==> config.mk <==
export PLATFORM = sky130hd
export DESIGN_NAME = score_display_driver
export DESIGN_NICKNAME = d
export VERILOG_FILES = /design/src/rtl/score_display_driver.sv
export SDC_FILE = /design/constraint.sdc
export NUM_CORES = 1
export LEC_CHECK = 0
export CAP_MARGIN = 0
export CORE_MARGIN = 4
export CORE_UTILIZATION = 60
export CTS_CLUSTER_SIZE = 40
export DETAILED_ROUTE_END_ITERATION = 10
export MAX_ROUTING_LAYER = met4
export PLACE_DENSITY = 0.93
export SETUP_SLACK_MARGIN = 0.15
export SYNTH_ARGS = -nofsm -noshare
export SYNTH_HDL_FRONTEND = slang
export SYNTH_SLANG_ARGS = --single-unit
==> constraint.sdc <==
create_clock -name CLK_50M -period 4.3 [get_ports CLK_50M]
set_input_delay 0.86 -clock CLK_50M [delete_from_list [all_inputs] [get_ports CLK_50M]]
set_output_delay 0.86 -clock CLK_50M [all_outputs]
set_load 0.1 [all_outputs]
==> src/rtl/score_display_driver.sv <==
// score_display_driver: BCD score/high score keeper driving a 4-digit multiplexed 7-segment display.
module score_display_driver #(
  parameter int SCAN_DIV       = 50000,
  parameter bit SEG_ACTIVE_LOW = 1'b1
) (
  input  logic        CLK_50M,
  input  logic        RST,
  input  logic        add_cube,
  input  logic        restart,
  input  logic        show_high,
  output logic [6:0]  seg_out,
  output logic [3:0]  sel,
  output logic [15:0] score,
  output logic [15:0] high_score
);
  logic        add_cube_d;
  logic        inc;
  logic        carry;
  logic        tc;
  logic        blank;
  logic [15:0] score_inc;
  logic [15:0] cnt;
  logic [15:0] src;
  logic [1:0]  idx;
  logic [3:0]  digit;
  logic [6:0]  glyph;
  logic [6:0]  seg_nx;
  logic [3:0]  sel_nx;
  assign inc = add_cube & ~add_cube_d;
  always_comb begin
    score_inc = score;
    carry = 1'b1;
    for (int i = 0; i < 4; i++) begin
      score_inc[4*i +: 4] = carry ? (score[4*i +: 4] == 4'd9 ? 4'd0 : score[4*i +: 4] + 4'd1) : score[4*i +: 4];
      carry = carry & (score[4*i +: 4] == 4'd9);
    end
  end
  always_ff @(posedge CLK_50M or posedge RST) begin
    if (RST) begin
      add_cube_d <= 1'b0;
      score      <= '0;
      high_score <= '0;
    end else begin
      add_cube_d <= add_cube;
      if (restart)
        score <= '0;
      else if (inc && score != 16'h9999)
        score <= score_inc;
      if (score > high_score)
        high_score <= score;
    end
  end
  assign tc = cnt == 16'(SCAN_DIV - 1);
  always_ff @(posedge CLK_50M or posedge RST) begin
    if (RST) begin
      cnt <= '0;
      idx <= '0;
    end else begin
      cnt <= tc ? '0 : cnt + 16'd1;
      idx <= idx + 2'(tc);
    end
  end
  assign src   = show_high ? high_score : score;
  assign digit = src[{idx, 2'b00} +: 4];
  assign blank = (idx == 2'd3 && src[15:12] == '0) ||
                 (idx == 2'd2 && src[15:8] == '0) ||
                 (idx == 2'd1 && src[15:4] == '0);
  always_comb begin
    case (digit)
      4'd0:    glyph = 7'b0111111;
      4'd1:    glyph = 7'b0000110;
      4'd2:    glyph = 7'b1011011;
      4'd3:    glyph = 7'b1001111;
      4'd4:    glyph = 7'b1100110;
      4'd5:    glyph = 7'b1101101;
      4'd6:    glyph = 7'b1111101;
      4'd7:    glyph = 7'b0000111;
      4'd8:    glyph = 7'b1111111;
      4'd9:    glyph = 7'b1101111;
      default: glyph = 7'b0000000;
    endcase
  end
  assign seg_nx = blank ? 7'b0000000 : glyph;
  assign sel_nx = 4'b0001 << idx;
  // Registering both from the same idx keeps segments and select aligned.
  always_ff @(posedge CLK_50M or posedge RST) begin
    if (RST) begin
      seg_out <= SEG_ACTIVE_LOW ? 7'b1000000 : 7'b0111111;
      sel     <= SEG_ACTIVE_LOW ? 4'b1110 : 4'b0001;
    end else begin
      seg_out <= SEG_ACTIVE_LOW ? ~seg_nx : seg_nx;
      sel     <= SEG_ACTIVE_LOW ? ~sel_nx : sel_nx;
    end
  end
endmodule
### Word level (Yosys, flattened, before mapping)

Memory sizes are Yosys's and may differ from the RTL's.
Cells that the tools add are included.

| storage, ports and cells | value |
|---|---|
| flip-flop bits (word level) | 62 |
| bits in read-only memories | 112 |
| input bits | 5 |
| output and inout bits | 43 |
| logic and storage cells | 63 |
| memories kept | 1 |

| operators by class | value |
|---|---|
| $add $sub $neg | 6 |
| magnitude comparators | 1 |
| eq/ne operators | 9 |
| shift operators | 2 |
| multiplexer cells | 12 |
| bitwise operators | 6 |
| reductions and logical operators | 16 |

Memories:

| name | words | bits a word | rd ports | clocked after Yosys merged registers in | wr ports | RTL line | RTL |
|---|---|---|---|---|---|---|---|
| (no name shown) | 16 | 7 | 1 | 0 | 0 | 69 | `case (digit)` |

Operators by type and width:

| operator | count |
|---|---|
| $mux 16 | 4 |
| $mux 4 | 7 |
| $add 16x1->16 const B | 1 |
| $add 4x1->4 const B | 4 |
| $eq 16x16->1 const B | 1 |
| $eq 4x4->1 const B | 4 |
| $gt 16x16->1 | 1 |
| $ne 16x16->1 const B | 1 |
| $shiftx 16x5->4 | 1 |
| $logic_not 12->1 | 1 |
| $logic_not 8->1 | 1 |
| $reduce_bool 2->1 | 4 |
| $mux 7 | 1 |
| $not 7->7 | 1 |
| $reduce_and 2->1 | 3 |
| $eq 2x2->1 const B | 2 |
| $logic_and 1x1->1 | 4 |
| $logic_not 4->1 | 1 |
| $not 4->4 | 1 |
| $shl 1x2->4 const A | 1 |
| $and 1x1->1 | 3 |
| $add 2x1->2 | 1 |
| $eq 2x1->1 const B | 1 |
| $logic_or 1x1->1 | 2 |
| $not 1->1 | 1 |

### Depth between registers and ports, before layout

| depth | value |
|---|---|
| word-level depth | 7 |
| depth in mapped cells | 8 |
| depth with buffers taken out | 7 |

### Worst setup path before layout

No wires, ideal clock.

| path | value |
|---|---|
| kind | reg-to-reg |
| start point | register high_score[14] |
| end point | register high_score[4] |
| setup time | 0.129 ns |
| arrival | 2.821 ns |
| data required time | 4.171 ns |
| setup slack | 1.350 ns |
| stages on the path, launching flop included | 9 |
| buffers on the path | 1 |
| clock period less this slack | 2.950 ns |
| cells stage by stage | dfrtp_1 > inv_1 > ha_1 > nand4_2 > or3_1 > a21o_1 > a31oi_4 > buf_6 > mux2_1 |

| between the ends | value |
|---|---|
| cells in the longest elaborated chain, start to end | 1 |

Ends and longest elaborated chain:

| item | RTL line | RTL |
|---|---|---|
| start: declaration | 14 | `output logic [15:0] high_score` |
| start signal: assignment | 50 | `high_score <= score;` |
| $gt 16x16->1 | 49 | `if (score > high_score)` |

No other way between the ends.
A chain may end at the register's enable or synchronous reset.

### Worst setup path after layout

| path | value |
|---|---|
| start point | register score[8] |
| end point | output port score[8] |

RTL lines:

| item | RTL line | RTL |
|---|---|---|
| start: declaration | 13 | `output logic [15:0] score,` |
| start signal: assignment | 48 | `score <= score_inc;` |

No word-level cell between the ends.

==> impl_metrics.py <==
metrics = {
    "worst_hold_path": {
        "hold_class": "reg2reg",
        "min_to": "cnt[0]",
        "worstHoldStart": "cnt[0]",
        "whs_path_depth": 1,
    },
    "power": {
        "p_total_mw": 2.45,
        "p_int_mw": 1.33,
        "p_sw_mw": 1.12,
        "power_frac_clock": 0.230,
        "power.share.combinational": 0.464,
        "sw_frac_of_total": 0.455,
        "p_per_area_mw_per_mm2": 554,
        "pwr-share-seq": 0.306,
        "p_leak_nw": 1.99,
        "ir_worst_vdd_uv": 545,
    },
    "worst_setup_path": {
        "timing.critical_path.buf_inv": 1,
        "r2r-end": "high_score[11]",
        "worst-setup-path-type": "reg2out",
        "worstPathMaxFanout": 10,
        "required_ns": 3.44,
        "crit_path_start_kind": "register",
        "cpPeakStageDelay_ns": 1.22,
        "startpoint": "score[8]",
        "crit_chain": "clkdlybuf4s50_1",
        "reg2regPathDepth": 6,
        "cp_slowest_cell": "clkdlybuf4s50_1",
        "arrival_ns": 2.15,
        "rrSetupSlack_ns": 1.54,
        "critPathTopFamily": "buffers and inverters",
        "r2r-start": "score[14]",
        "crit_path_end_kind": "primary output",
    },
    "run": {
        "max-cap-violations": 0,
    },
    "global_routing": {
        "grt_max_degree": 39,
        "grt_overflow_total": 0,
        "grt_usage": 0.261,
        "antenna_found_initial": 0,
        "grt_pass1_wl_um": 14800,
        "first_global_vias": 3073,
    },
    "clocking": {
        "clock_path_buffers": 2,
        "cts_hold_buf": 0,
        "htreeDepth": 3,
        "cts_root_buf": "clkbuf_8",
        "path_clk_slew_ns": 0.06,
        "postCtsSetupBuffers": 0,
        "clk_latency_ns": 0.34,
        "cts_sinks": 62,
        "ctsResizeCount": 0,
        "cts_made_buffers": 9,
        "cts_tree": "yes",
    },
    "timing": {
        "timing.fmax_mhz": 333,
        "drv_slew": 0,
        "tightestPinTransition_ns": 1.01,
        "fin_skew_ns": 0.00837,
        "fin_crit_sh": 0.699,
        "period_needed_ns": 3.01,
        "fin_setup_tns_ns": 0,
        "worst_slew_margin_rel": 0.328,
        "setup-violations-final": 0,
        "hold_violations": 0,
        "holdWs_ns": 0.488,
        "rsz0062_at_grt": "no",
    },
    "drt": {
        "wl_um": 8990,
        "drc": 0,
        "vias": 2994,
        "drtIter0Drc": 249,
        "wire_per_inst_um": 18.9,
        "post_drt_via_cell_ratio": 6.30,
        "drt_pre_antenna_iters": 5,
        "drtAntennaViolNets": 0,
    },
    "cells_and_area": {
        "final_layout_size_suffix_gt1_frac": 0.123,
        "synthToLayoutAreaGrowth_pct": 20.0,
        "antenna_cells": 0,
        "finalNetCount": 431,
    },
    "logic_synthesis": {
        "synth_edf_count": 0,
        "synth_seq_cells": 62,
        "syn_inst": 344,
        "synthArstFlopShare": 1.00,
        "syn_nets": 380,
        "synth.yosys.warnings": 0,
        "seq_area_frac_synth": 0.423,
        "syn_area_per_cell_um2": 10.7,
        "syn_area_mm2": 0.00368,
        "synth_most_common_cell": "dfrtp_1",
        "ys.flop_type": "dfrtp_1",
        "yosys.area.top_type_share": 0.394,
        "synth_top_area_cell": "dfrtp_1",
        "synth_cell_types": 52,
        "ys_top_cells_by_count": "dfrtp_1, ha_1, nor2_1, nand2_1, inv_1",
        "yosys-top-cells-area": "dfrtp_1, ha_1, mux4_2",
    },
    "status": {
        "outcome": "finished clean",
    },
    "floorplan": {
        "top_level_ports": 48,
        "die_w_um": 86.3,
        "die-area_mm2": 0.00745,
        "rows": 28,
        "start_util": 0.618,
        "die_y_um": 86.3,
        "core_area_mm2": 0.00596,
    },
    "place": {
        "io_buffers": 47,
        "place_congestion": 0.861,
        "detailed_place_hpwl_um": 5950,
    },
}
==> worst max path at each step <==
stage	to	slack [ns]	depth (start not counted)
floorplan	high_score[4]	1.35	8
global placement	seg_out[0]	1.09	6
finish	score[8]	1.29	1
detailed placement	seg_out[2]	1.02	6
CTS	score[8]	1.31	1
global route	seg_out[2]	1.18	6
==> power groups by stage <==
| stage | clock network, mW | logic, mW | registers [mW] |
|---|---|---|---|
| 2_1_floorplan | 0 | 0.468 | 1.16 |
| 3_3_place_gp | 0 | 1.07 | 0.746 |
| 3_5_place_dp | 0 | 1.11 | 0.752 |
| 4_1_cts | 0.565 | 1.13 | 0.744 |
| 5_1_grt | 0.594 | 1.19 | 0.755 |
| 6_report | 0.562 | 1.14 | 0.750 |
==> area by class of cell <==
class / instances / area, um2
clock buffers: 12 / 145
clock inverters: 4 / 70.1
fillers: 372 / 1540
inverters: 23 / 86.3
multi-input cells: 250 / 1980
flip-flops and latches: 62 / 1560
well taps: 75 / 93.8
repair buffers: 49 / 485
==> cell families after synthesis <==
kind of cell / share of synthesized area
flops: 0.423
fa+ha+maj: 0.105
simple gates: 0.172
mux: 0.125
buf+inv: 0.0394
compound gates: 0.0931
xor+xnor: 0.0428
==> flip-flops by register name (all words and copies together) (netlist names) <==
name,flops
sel,4
score,16
seg_out,7
high_score,16
idx,2
cnt,16
add_cube_d,1
==> per-stage QoR <==
step / setup slack, ns / cell area (um2) / util / std cells
6_report: 1.29 / 4420 / 0.742 / 475
5_1_grt: 1.18 / 4420 / 0.742 / 475
4_1_cts: 1.31 / 4420 / 0.742 / 475
3_5_place_dp: 1.02 / 4200 / 0.706 / 459
3_3_place_gp: 1.09 / 4200 / 0.706 / 459
2_1_floorplan: 1.35 / 3680 / - / 344
==> cells in the final DEF (no fill, tap or decap), types with 3 or more instances in the layout <==
| cell type | n |
|---|---|
| clkdlybuf4s50_1 | 47 |
| dfrtp_1 | 58 |
| nor3_1 | 7 |
| inv_1 | 22 |
| o21ai_1 | 6 |
| mux2i_1 | 11 |
| ha_1 | 31 |
| mux2_2 | 9 |
| nand4_1 | 7 |
| dfstp_2 | 4 |
| a21oi_1 | 11 |
| mux4_2 | 7 |
| clkbuf_8 | 10 |
| o21ai_0 | 12 |
| mux2_1 | 6 |
| nand3b_1 | 3 |
| o211ai_1 | 3 |
| nor4_1 | 4 |
| a21o_1 | 4 |
| xnor2_1 | 6 |
| and3b_1 | 4 |
| or4_1 | 3 |
| and3_1 | 3 |
| nand3_1 | 17 |
| nor2b_1 | 3 |
| xor2_1 | 12 |
| nand2b_1 | 3 |
| nand2_1 | 24 |
| nor2_1 | 26 |
| or2_2 | 3 |
==> metal layers <==
layer	share of wire	vias to the layer above	GRT usage	routed length [um]
met2	0.50	137	0.426	4520
met4	0.021	0	0.112	193
met3	0.062	24	0.0532	553
li1	-	1341	-	-
met5	0	-	-	0
met1	0.41	1492	0.316	3720
Note: power is estimated with default switching activity, not from simulation.
